### config.mk
export PLATFORM = sky130hd
export DESIGN_NAME = video_payload_tx
export DESIGN_NICKNAME = d
export VERILOG_FILES = /design/src/rtl/video_payload_tx.sv
export SDC_FILE = /design/constraint.sdc
export NUM_CORES = 1
export LEC_CHECK = 0
export ABC_CLOCK_PERIOD_IN_PS = 2690
export CAP_MARGIN = 20
export CELL_PAD_IN_SITES_DETAIL_PLACEMENT = 1
export CELL_PAD_IN_SITES_GLOBAL_PLACEMENT = 2
export CORE_MARGIN = 8
export CORE_UTILIZATION = 27
export CTS_CLUSTER_DIAMETER = 60
export DETAILED_ROUTE_END_ITERATION = 6
export PLACE_DENSITY = 0.66
export SYNTH_ARGS = -nofsm -noshare
export SYNTH_HDL_FRONTEND = slang
export SYNTH_SLANG_ARGS = --single-unit
### constraint.sdc
create_clock -name CLK_40 -period 2.69 [get_ports CLK_40]
set_clock_uncertainty 0.05 [all_clocks]
set_input_delay 0.538 -clock CLK_40 [delete_from_list [all_inputs] [get_ports CLK_40]]
set_output_delay 0.538 -clock CLK_40 [all_outputs]
set_load 0.05 [all_outputs]
### src/rtl/video_payload_tx.sv
// SPI payload transmitter: preamble, 0xFF header, sourced payload bytes and trailer,
// burst-clocked MSB first. Optional build macro SPI_TX_GAP_EN adds an idle gap after payload bytes.
module video_payload_tx #(
  parameter int unsigned CLK_DIV_HALF   = 20,
  parameter int unsigned PREAMBLE_BYTES = 9,
  parameter int unsigned PAYLOAD_BYTES  = 90,
  parameter int unsigned TRAILER_BYTES  = 2,
  parameter int unsigned GAP_CYCLES     = 40
) (
  input  logic       CLK_40,
  input  logic       reset,
  input  logic       chip_select,
  input  logic [7:0] src_data,
  input  logic       src_valid,
  output logic       src_ready,
  output logic       SPI_clk,
  output logic       MISO,
  output logic       busy,
  output logic       done
);

  localparam int unsigned DivW = $clog2(CLK_DIV_HALF);

  localparam logic [2:0] StIdle        = 3'd0;
  localparam logic [2:0] StPreamble    = 3'd1;
  localparam logic [2:0] StHeader      = 3'd2;
  localparam logic [2:0] StPayloadWait = 3'd3;
  localparam logic [2:0] StPayload     = 3'd4;
  localparam logic [2:0] StTrailer     = 3'd5;
  localparam logic [2:0] StDone        = 3'd6;
`ifdef SPI_TX_GAP_EN
  localparam logic [2:0] StGap         = 3'd7;
`endif

  if (CLK_DIV_HALF < 2 || PREAMBLE_BYTES < 1 || PAYLOAD_BYTES < 1 || PAYLOAD_BYTES > 256 ||
      TRAILER_BYTES < 1 || GAP_CYCLES > 60000) begin : g_bad_param
    $error("video_payload_tx: illegal parameter value");
  end

  logic [2:0]      r_state;
  logic [7:0]      r_cnt;
  logic [DivW-1:0] r_div;
  logic            r_sclk;
  logic [2:0]      r_bit;
  logic [7:0]      r_shift;
  logic            r_miso;
  logic            r_cs;
  logic            r_cs_prev;

  logic [2:0]      w_state_d;
  logic [7:0]      w_cnt_d;
  logic [DivW-1:0] w_div_d;
  logic            w_sclk_d;
  logic [2:0]      w_bit_d;
  logic [7:0]      w_shift_d;
  logic            w_miso_d;
  logic            w_sending;
  logic            w_tick;
  logic            w_byte_end;
  logic            w_load;
  logic [7:0]      w_load_byte;

`ifdef SPI_TX_GAP_EN
  logic [15:0]     r_gap;
  logic [15:0]     w_gap_d;
`endif

  assign SPI_clk = r_sclk;
  assign MISO    = r_miso;
  assign busy    = (r_state != StIdle);
  assign done    = (r_state == StDone);

  always_comb begin
    w_state_d   = r_state;
    w_cnt_d     = r_cnt;
    w_div_d     = r_div;
    w_sclk_d    = r_sclk;
    w_bit_d     = r_bit;
    w_shift_d   = r_shift;
    w_miso_d    = r_miso;
    w_load      = 1'b0;
    w_load_byte = 8'h00;
    src_ready   = 1'b0;
`ifdef SPI_TX_GAP_EN
    w_gap_d     = r_gap;
`endif

    w_sending  = (r_state == StPreamble) || (r_state == StHeader) ||
                 (r_state == StPayload) || (r_state == StTrailer);
    w_tick     = (r_div == DivW'(CLK_DIV_HALF - 1));
    w_byte_end = w_sending && w_tick && r_sclk && (r_bit == 3'd7);

    // Bit cell: low half then high half; next bit is presented as SPI_clk falls.
    if (w_sending) begin
      if (w_tick) begin
        w_div_d = '0;
        if (!r_sclk) begin
          w_sclk_d = 1'b1;
        end else begin
          w_sclk_d = 1'b0;
          if (r_bit != 3'd7) begin
            w_bit_d   = r_bit + 3'd1;
            w_shift_d = {r_shift[6:0], 1'b0};
            w_miso_d  = r_shift[6];
          end
        end
      end else begin
        w_div_d = r_div + DivW'(1);
      end
    end

    case (r_state)
      StIdle: begin
        if (r_cs_prev && !r_cs) begin
          w_state_d = StPreamble;
          w_cnt_d   = 8'd0;
          w_load    = 1'b1;
        end
      end
      StPreamble: begin
        if (w_byte_end) begin
          w_load = 1'b1;
          if (r_cnt == 8'(PREAMBLE_BYTES - 1)) begin
            w_state_d   = StHeader;
            w_cnt_d     = 8'd0;
            w_load_byte = 8'hFF;
          end else begin
            w_cnt_d = r_cnt + 8'd1;
          end
        end
      end
      StHeader: begin
        if (w_byte_end) begin
          w_cnt_d = 8'd0;
          if (src_valid) begin
            src_ready   = 1'b1;
            w_load      = 1'b1;
            w_load_byte = src_data;
            w_state_d   = StPayload;
          end else begin
            w_state_d = StPayloadWait;
          end
        end
      end
      StPayloadWait: begin
        if (src_valid) begin
          src_ready   = 1'b1;
          w_load      = 1'b1;
          w_load_byte = src_data;
          w_state_d   = StPayload;
        end
      end
      StPayload: begin
        if (w_byte_end) begin
          if (r_cnt == 8'(PAYLOAD_BYTES - 1)) begin
            w_state_d = StTrailer;
            w_cnt_d   = 8'd0;
            w_load    = 1'b1;
          end else begin
            w_cnt_d = r_cnt + 8'd1;
`ifdef SPI_TX_GAP_EN
            w_state_d = StGap;
            w_gap_d   = 16'd0;
`else
            // Skip the wait state when data is ready so bytes stay back-to-back.
            if (src_valid) begin
              src_ready   = 1'b1;
              w_load      = 1'b1;
              w_load_byte = src_data;
            end else begin
              w_state_d = StPayloadWait;
            end
`endif
          end
        end
      end
      StTrailer: begin
        if (w_byte_end) begin
          if (r_cnt == 8'(TRAILER_BYTES - 1)) begin
            w_state_d = StDone;
          end else begin
            w_cnt_d = r_cnt + 8'd1;
            w_load  = 1'b1;
          end
        end
      end
      StDone: begin
        w_state_d = StIdle;
      end
`ifdef SPI_TX_GAP_EN
      // Gap plus the wait-state latch cycle spans GAP_CYCLES and one idle bit cell.
      StGap: begin
        if (r_gap == 16'(GAP_CYCLES + 2 * CLK_DIV_HALF - 2)) begin
          w_state_d = StPayloadWait;
        end else begin
          w_gap_d = r_gap + 16'd1;
        end
      end
`endif
      default: begin
        w_state_d = StIdle;
      end
    endcase

    if (w_load) begin
      w_shift_d = w_load_byte;
      w_miso_d  = w_load_byte[7];
      w_bit_d   = 3'd0;
      w_div_d   = '0;
      w_sclk_d  = 1'b0;
    end
  end

  always_ff @(posedge CLK_40) begin
    if (reset) begin
      r_state   <= StIdle;
      r_cnt     <= 8'd0;
      r_div     <= '0;
      r_sclk    <= 1'b0;
      r_bit     <= 3'd0;
      r_shift   <= 8'd0;
      r_miso    <= 1'b0;
      r_cs      <= 1'b1;
      r_cs_prev <= 1'b1;
    end else begin
      r_state   <= w_state_d;
      r_cnt     <= w_cnt_d;
      r_div     <= w_div_d;
      r_sclk    <= w_sclk_d;
      r_bit     <= w_bit_d;
      r_shift   <= w_shift_d;
      r_miso    <= w_miso_d;
      r_cs      <= chip_select;
      r_cs_prev <= r_cs;
    end
  end

`ifdef SPI_TX_GAP_EN
  always_ff @(posedge CLK_40) begin
    if (reset) begin
      r_gap <= 16'd0;
    end else begin
      r_gap <= w_gap_d;
    end
  end
`endif

endmodule

* Yosys cells after proc, flatten, opt, wreduce, memory -nomap -nowiden
Cells that the tools add are included.
** Word-level totals
- Word-level logic and storage cells :: 107
- Output and inout port bits :: 5
- Input bits :: 12
- Register bits :: 30
** Operators by class
- Equal/unequal tests :: 22
- Multiplexer cells :: 52
- Add/subtract/negate cells :: 3
- Reductions and logical operators :: 21
** Operator list (count)
- two-way mux 8 bit :: 14
- case mux 8 bit (5 select lines) :: 1
- two-way mux 7 bit :: 5
- two-way mux 3 bit :: 11
- case mux 8 bit (4 select lines) :: 1
- case mux 3 bit (6 select lines) :: 1
- two-way mux 1 bit :: 16
- != test 2 bit, second input constant :: 7
- == test 3 bit, second input constant :: 4
- AND reduction 9 bit :: 1
- adder 8 x 1 -> 8 bit, second input constant :: 1
- == test 8 x 1 -> 1 bit, second input constant :: 1
- == test 8 x 4 -> 1 bit, second input constant :: 1
- == test 8 x 7 -> 1 bit, second input constant :: 1
- AND reduction 4 bit :: 2
- nonzero test 2 bit :: 4
- AND reduction 7 bit :: 1
- == test 3 x 2 -> 1 bit, second input constant :: 2
- case mux 1 bit (6 select lines) :: 1
- adder 5 x 1 -> 5 bit, second input constant :: 1
- == test 5 bit, second input constant :: 1
- two-way mux 5 bit :: 1
- nonzero test 5 bit :: 1
- logical AND 1 bit :: 4
- other kinds (12) :: 15

* Logic depth before layout (Yosys ltp)
Gate-level depths: netlist (run 1).
- Depth in word-level cells :: 11
- Mapped depth :: 8
- Mapped depth without buffers :: 7

* Least setup slack after synthesis (run 1)
No wires, ideal clock.
- Path kind :: reg2out
- From :: register r_sclk, in the netlist SPI_clk
- To :: output src_ready
- Cell stages (with the launch flop) :: 5
- Data required time :: 2.102 ns
- Arrival time :: 1.670 ns
- Slack :: 0.432 ns
- Buffers on the path :: 0
- Path through :: dfxtp_1 -> nand3_1 -> nand2_1 -> nand2_1 -> inv_1
** On the way
- Longest elaborated chain between the ends :: 4
- Elaborated cells between the ends (all ways) :: 5
- Those cells by class :: 3 x mux; 2 x reduce/logical
** RTL lines
- from (decl) :: RTL line 43 : logic r_sclk;
- from (signal assigned) :: RTL line 229 : r_sclk <= w_sclk_d;
- logical AND 1 bit * (2 in series) :: RTL line 91 : w_byte_end = w_sending && w_tick && r_sclk && (r_bit == 3'd7);
- two-way mux 1 bit, on equally long branches :: RTL line 154, 133
- case mux 1 bit (3 select lines) * :: RTL line 112 : case (r_state)
- to (decl) :: RTL line 15 : output logic src_ready,
Every way passes the cells marked *; elsewhere a longest branch is shown, timed or not.

* Worst setup path after layout (run 1)
- From :: register r_state[0]
- To :: output done
** On the way
- Longest elaborated chain between the ends :: 1
** RTL lines
- from (decl) :: RTL line 40 : logic [2:0] r_state;
- from (signal assigned) :: RTL line 216 : r_state <= StIdle;
- from (signal assigned) :: RTL line 226 : r_state <= w_state_d;
- == test 3 bit :: RTL line 71 : assign done = (r_state == StDone);
- to (decl) :: RTL line 19 : output logic done
No other way between the ends.

==> metrics.md, run 1 <==
| Metric | Value |
|---|---|
| Nets | about 250 |
| Syn_nets | approximately 230 |
| Top-area cell type share of the netlist area | 0.334 |
| Element type at the critical path end | output port |
| CTS H-Tree Depth | 2 |
| GR Overflow Total | 0 |
| Multiplexer area fraction after synthesis | 0.0223 |
| Primary FF master, synth | dfxtp_1 |
| Die height | approximately 98 um |
| RSZ-0062 raised after global routing | false |
| Fin Hold WS | 0.392 ns |
| Fin util | 0.340 |
| Number of global-route vias before repair | roughly 1800 |
| Worst skew pair latency | roughly 0.27 ns |
| Total GRT Usage | 0.109 |
| Total CTS buffers | 5 |
| Final Hold Viols | 0 |
| NetSw | 0.000640 W |
| # IOs | 17 |
| Ranking of synthesized cells by area | dfxtp_1 33%, a211oi_1 4.6%, ha_1 4.2% |
| Synth Area in XOR/XNOR | 0.0195 |
| Root buffer selected by CTS | clkbuf_8 |
| Initial DRC count | 44 |
| Synth Area in Compound Gates | 0.267 |
| Initial antenna violation count | 0 |
| Reg area | about 600 um^2 |
| Die width | roughly 98 um |
| Die area | ~0.0095 mm^2 |
| Register area share after synthesis | 0.334 |
| Area leader, netlist | dfxtp_1 |
| Placed wire-length estimate | roughly 3600 um |
| Syn avg cell area | roughly 8.5 um^2 |
| Port bufs | 16 |
| Synthesis Warnings | 0 |
| Critical Path Fanout Max | 12 |
| Min Tclk post-route | 2.54 ns |
| Largest delay share family, worst path | buffers and inverters |
| Synthesized flop and latch total | 30 |
| Pleak | around 0.74 nW |
| Synth Area in Simple Gates | 0.267 |
| Net Sw Frac | 0.399 |
| Crit path DAT | 1.95 ns |
| # fillers | around 770 |
| PwrDens | ~740 mW/mm^2 |
| Cell with the most instances after synthesis | dfxtp_1 |
| First-pass GRT wire length | between 8000 and 9000 um |
| Fraction of registers with async set/reset | 0 |
| Largest net degree at the start of global routing | 20 |
| Post-synth EDFFs | 0 |
| Clock-pin slew on the worst setup and hold paths | ~0.06 ns |
| Inserted Diodes | 0 |
| Via count | 1696 |
| Largest family of logic cells by synthesized area | compound AO/OA/AOI/OAI gates |
| DRC | 0 |
| Maximum capacitance violations | 0 |
| Logic pwr share | 0.416 |
| Largest stage delay on the critical path | 0.69 ns |
| Crit path buf inv count | 2 |
| Slew Viols, Final | 0 |
| Number of library cell types mapped by synthesis | 52 |
| Post-CTS setup buffer count | 0 |
| Slowest cell on crit path | clkdlybuf4s50_1 |
| CTS Sinks | 30 |
| Initial Utilization | 0.281 |
| Setup-failing EPs final | 0 |
| Cell Rows | 29 |
| CTS max path bufs | 2 |
| CTS tree | done |
| Gpl congestion | approximately 0.73 |
| Fin crit share | 0.945 |
| VDD IR-drop max | roughly 0.39 mV |
| Setup_tns | 0 ns |
| CP Cell Sequence | inv_2 > and3_1 > clkdlybuf4s50_1 |
| Post-Synthesis Cells | 211 |
| Outcome | completed |
| DRT Pass-1 Iters | 4 |
| Adder-cell area share of the yosys netlist | 0.0418 |
| Layout cells sized above 1 | 0.113 |
| Core area | about 0.0064 mm^2 |
| Setup CP Type | reg2out |
| Area growth syn-to-layout | 20.7% |
| ANT nets after route | 0 |
| Multi-input gate area in the final layout | ~0.0011 mm^2 |
| Slew @ Worst Pin | slightly below 0.9 ns |
| Relative slew slack | 0.403 |
| Top cells by count, synth | 30 x dfxtp_1, 12 x a21oi_1, 12 x nor3_1 |
| P_int | approximately 0.00096 W |
| Drt wl/cell | between 15 and 20 um |
| Hold Crit Class | reg2reg |
| WL final | between 4000 and 5000 um |
| Post-Syn Area | roughly 0.0018 mm^2 |
| Clock power frac | 0.237 |
| Fmax achieved | a little under 0.4 GHz |
| Flop pwr share | 0.348 |
| Average via count per standard cell | between 5 and 6 |
| CP startpoint kind | flop |
| Critical Path RT | 2.10 ns |
## layer usage
layer  up-vias  wire length [um]  global-route usage
met1       818              2580               0.144
met2        24              2190               0.167
met5         -                 0                   0
li1        852                 -                   -
met4         0                55              0.0350
met3         2               126              0.0284
## state kept, by name, summed over array words and instances, names as in the netlist
register and flops:
MISO 1, SPI_clk 1, r_bit 3, r_cnt 8
r_cs 1, r_cs_prev 1, r_div 5, r_shift 7
r_state 3
## placed cells by master, fill, tap and decap left out, types with 9 or more instances in the layout
| cell type | n |
|---|---|
| nand2_1 | 9 |
| dfxtp_1 | 30 |
| a211oi_1 | 11 |
| clkdlybuf4s50_1 | 14 |
| nor2_1 | 9 |
| a21oi_1 | 12 |
| nor3_1 | 12 |
| o211ai_1 | 9 |
| buf_4 | 9 |
## power by group through the flow
| stage | Combinational (W) | Sequential, W | Clock, W |
|---|---|---|---|
| 4_1_cts | 0.000671 | 0.000557 | 0.000399 |
| 3_3_place_gp | 0.000664 | 0.000567 | 0 |
| 2_1_floorplan | 0.000509 | 0.000554 | 0 |
| 3_5_place_dp | 0.000667 | 0.000566 | 0 |
| 6_report | 0.000666 | 0.000557 | 0.000379 |
| 5_1_grt | 0.000749 | 0.000567 | 0.000417 |
## worst register-to-register path: cells and delay by family, from the launching register on
family	cells	cell delay, ns
DFF	1	0.59
buffers and inverters	1	0.16
AOI/OAI and AO/OA	2	0.39
and+or+nand+nor	3	1.11
## final cells by class
type | count | area share
timing repair buffer | 24 | 0.105
tap | 77 | 0.0444
multi-input combinational | 162 | 0.519
inverter | 7 | 0.0121
sequential | 30 | 0.277
clock buffer | 7 | 0.0398
clock inverter | 1 | 0.00231
## final timing paths
| check | slack [ns] | endpoint | cells past startpoint | startpoint |
|---|---|---|---|---|
| max | 0.15 | done | 3 | r_state[0] |
| min | 0.39 | r_cs_prev | 1 | r_cs |
| max reg2reg | 0.30 | r_shift[4] | 6 | r_state[2] |
| min reg2reg | 0.39 | r_cs_prev | 1 | r_cs |
## metrics by stage
stage	worst slack, ns	instance area [um^2]	total power, W	cells
2_1_floorplan	0.432	1800	0.00106	211
3_3_place_gp	0.238	2060	0.00123	300
3_5_place_dp	0.187	2060	0.00123	300
4_1_cts	0.125	2160	0.00163	308
5_1_grt	0.00254	2170	0.00173	308
6_report	0.149	2170	0.00160	308
## kinds of logic (layout without fill, tap and decap cells)
| family | count (synthesis) | count (layout) |
|---|---|---|
| XOR/XNOR | 4 | 4 |
| AND/OR/NAND/NOR | 82 | 82 |
| adder cells (fa/ha/maj) | 6 | 6 |
| multiplexers | 4 | 4 |
| flip-flops | 30 | 30 |
| AO/OA/AOI/OAI | 66 | 66 |
| buffers and inverters | 19 | 39 |
## timing repair
item                                    4_1_cts  5_1_grt
cloned                                        0        0
gates resized for setup                       1        1
pin swaps                                     0        1
hold buffers                                  0        0
endpoints found under the setup margin        1        1
No activity file was read; power rests on OpenSTA's default activity.
==> run 2: changes to the inputs <==
--- a/config.mk
+++ b/config.mk
@@ -9,6 +9,7 @@
 export CAP_MARGIN = 20
 export CELL_PAD_IN_SITES_DETAIL_PLACEMENT = 1
 export CELL_PAD_IN_SITES_GLOBAL_PLACEMENT = 2
+export CORE_ASPECT_RATIO = 0.5
 export CORE_MARGIN = 8
 export CORE_UTILIZATION = 27
 export CTS_CLUSTER_DIAMETER = 60
==> run 2 against run 1 <==
  * Register-to-register slack got worse by 0.02 ns
  * Sequential share of layout area fell by 0.93 points
  * Die area up 1.7%
  * Design area grew 3.5%
  * First-iteration DRC count is 2.3% higher
  * Core utilization grew 0.20 points
  * Total power increased by 13%
  * Via count grew 0.29%
  * Count of clock-buffer cells in the layout is 1 lower
  * Sequential power increased by 1%
  * Combinational power up 0.8%
  * Non-clock buffer count unchanged
  * Critical path type unchanged
  * Critical endpoint is now src_ready
==> metrics.md, run 2 (synthesized netlist as in run 1, its figures left out) <==
| Metric | Value |
|---|---|
| Max reg flops | 8 (unchanged) |
| Most common cell after layout, fill and taps aside | dfxtp_1 |
| GR Overflow Total | 0 (unchanged) |
| Crit path DAT | 1.93 ns (-0.02 ns) |
| Fmax achieved | 0.397 GHz (+0.89%) |
| WL final | 5010 um (+1.3%) |
| Largest regs | r_cnt (8), r_shift (7), r_div (5) |
| Area growth syn-to-layout | 24.9% |
| Critical Path RT | 2.10 ns (about the same) |
| RR Startpoint | r_div[0] |
| Slew @ Worst Pin | 0.893 ns (+0.00410 ns) |
| Total CTS buffers | 5 (unchanged) |
| Pleak | 0.775 nW (+4.6%) |
| Average via count per standard cell | 5.27 (-4.4%) |
| CP startpoint | r_cnt[1] |
| # IOs | 17 (unchanged) |
| Outcome | completed |
| RSZ-0062 raised after global routing | false |
| Clock power frac | 0.318 (+0.081) |
| Die area | 0.00968 mm^2 (+1.7%) |
| Inserted Diodes | 0 (unchanged) |
| Min Tclk post-route | 2.52 ns (-0.0224 ns) |
| Via count | 1701 (+0.29%) |
| Largest reg by FF count | r_cnt |
| PwrDens | 807 mW/mm^2 (+9.1%) |
| R2r setup slk | 0.28 ns (-0.02 ns) |
| DRC | 0 (unchanged) |
| Nets | 248 (unchanged) |
| Clock-pin slew on the worst setup and hold paths | 0.05 ns (about the same) |
| First-pass GRT wire length | 8400 um (-3.2%) |
| Worst skew pair latency | 0.28 ns (about the same) |
| Number of global-route vias before repair | 1706 (-3.7%) |
| Total GRT Usage | 0.108 (-0.00119) |
| Flop pwr share | 0.311 (-0.037) |
| Initial Utilization | 0.274 (-0.00782) |
| Initial DRC count | 45 (+2.3%) |
| P_int | 0.00113 W (+17%) |
| Largest net degree at the start of global routing | 23 (+15%) |
| Fin util | 0.342 (+0.00199) |
| Crit path to | src_ready |
| CTS max path bufs | 2 (unchanged) |
| Logic pwr share | 0.371 (-0.045) |
| Port bufs | 16 (unchanged) |
| Fin Hold WS | 0.394 ns (+0.00183 ns) |
| DRT Pass-1 Iters | 4 (unchanged) |
| CP startpoint kind | flop |
| Relative slew slack | 0.400 (-0.00276) |
| ANT nets after route | 0 (unchanged) |
| Final total power | 0.00181 W (+13%) |
| Critical Path Fanout Max | 9 (-3) |
| Root buffer selected by CTS | clkbuf_16 |
| Maximum capacitance violations | 0 (unchanged) |
| Gpl congestion | 0.795 (+8.5%) |
| Element type at the critical path end | output port |
| CTS Sinks | 30 (unchanged) |
| Fin crit share | 0.936 (-0.00831) |
| Net Sw Frac | 0.378 (-0.0220) |
| Setup CP Type | reg2out |
| Hold Crit Start | r_cs |
| Placed wire-length estimate | 3720 um (+3.3%) |
| Final Hold Viols | 0 (unchanged) |
| Die width | 131 um (+35%) |
| VDD IR-drop max | 0.210 mV (-46%) |
| Pre-CTS setup slack | 0.161 ns (-0.0260 ns) |
| Drt wl/cell | 15.5 um (-3.4%) |
| Final worst slack | 0.171 ns (+0.0224 ns) |
| Most frequent cells in the layout | 30 x dfxtp_1, 14 x clkdlybuf4s50_1, 12 x a21oi_1, 12 x nor3_1, 11 x a211oi_1 |
| Setup-failing EPs final | 0 (unchanged) |
| Cell Rows | 21 (-28%) |
| CTS H-Tree Depth | 2 (unchanged) |
| Post-CTS setup buffer count | 0 (unchanged) |
| Die height | 73.7 um (-24%) |
| CTS tree | done |
| Slew Viols, Final | 0 (unchanged) |
| Initial antenna violation count | 0 (unchanged) |
| Critical R2R Capture | r_shift[2] |
| Worst reg-to-reg path cell count | 6 (unchanged) |
| NetSw | 0.000683 W (+6.7%) |
| Setup_tns | 0 ns (unchanged) |
| Hold Crit Class | reg2reg |
| Layout cells sized above 1 | 0.113 (unchanged) |
| Core area | 0.00657 mm^2 (+2.9%) |
-- run 2: cell count changes in the layout (fill, tap and decap cells not counted) --
cell            previous run  this run
clkbuf_1                   1         0
buf_4                      9         8
clkbuf_8                   6         1
clkbuf_16                  0         5
a31o_2                     0         1
dlymetal6s2s_1             0         1
clkinvlp_4                 0         1
a31o_4                     1         0
-- run 2: cell type report --
type                            count  area (um^2)
Clock buffer                        6          139
Clock inverter                      2         12.5
Timing Repair Buffer               24          233
Multi-Input combinational cell    162         1120
Tap cell                           92          115
Sequential cell                    30          601
Fill cell                         787         4330
Inverter                            7         26.3
-- run 2: worst min-delay path by stage --
stage          depth (start not counted)         to
6_report                               1  r_cs_prev
5_1_grt                                1  r_cs_prev
4_1_cts                                1  r_cs_prev
3_5_place_dp                           1  r_cs_prev
3_3_place_gp                           1  r_cs_prev
2_1_floorplan                          1  r_cs_prev
-- run 2: repair_timing --
action | 4_1_cts | 5_1_grt
setup endpoints to repair | 1 | 1
endpoints found under the hold margin | 0 | 0
hold buffers | 0 | 0
resized for setup | 1 | 1
-- run 2: power by group through the flow --
| stage | clock network [W] | registers [W] | logic, W |
|---|---|---|---|
| global route | 0.000610 | 0.000573 | 0.000743 |
| CTS | 0.000593 | 0.000564 | 0.000680 |
| finish | 0.000575 | 0.000563 | 0.000671 |
| global placement | 0 | 0.000569 | 0.000656 |
| detailed placement | 0 | 0.000573 | 0.000674 |
| floorplan | 0 | 0.000554 | 0.000509 |
-- run 2: per-layer routing --
layer	global-route usage	wire length, um
met1	0.134	2590
met2	0.176	2230
met3	0.0286	112
met4	0.0416	77
met5	0	0
-- run 2: worst max-delay path, stage by stage (launching register included) --
cell	delay, ns
dfxtp_1	0.33
inv_1	0.09
ha_1	0.16
nor4b_2	0.30
a21oi_1	0.15
a31o_2	0.33
nand2_1	0.09
inv_1	0.06
buf_12	0.14
-- run 2: stage by stage --
stage / std cells / area [um^2]
after floorplan: 211 / 1800
after global placement: 315 / 2080
after detailed placement: 315 / 2080
after CTS: 323 / 2240
after global routing: 323 / 2240
final: 323 / 2240
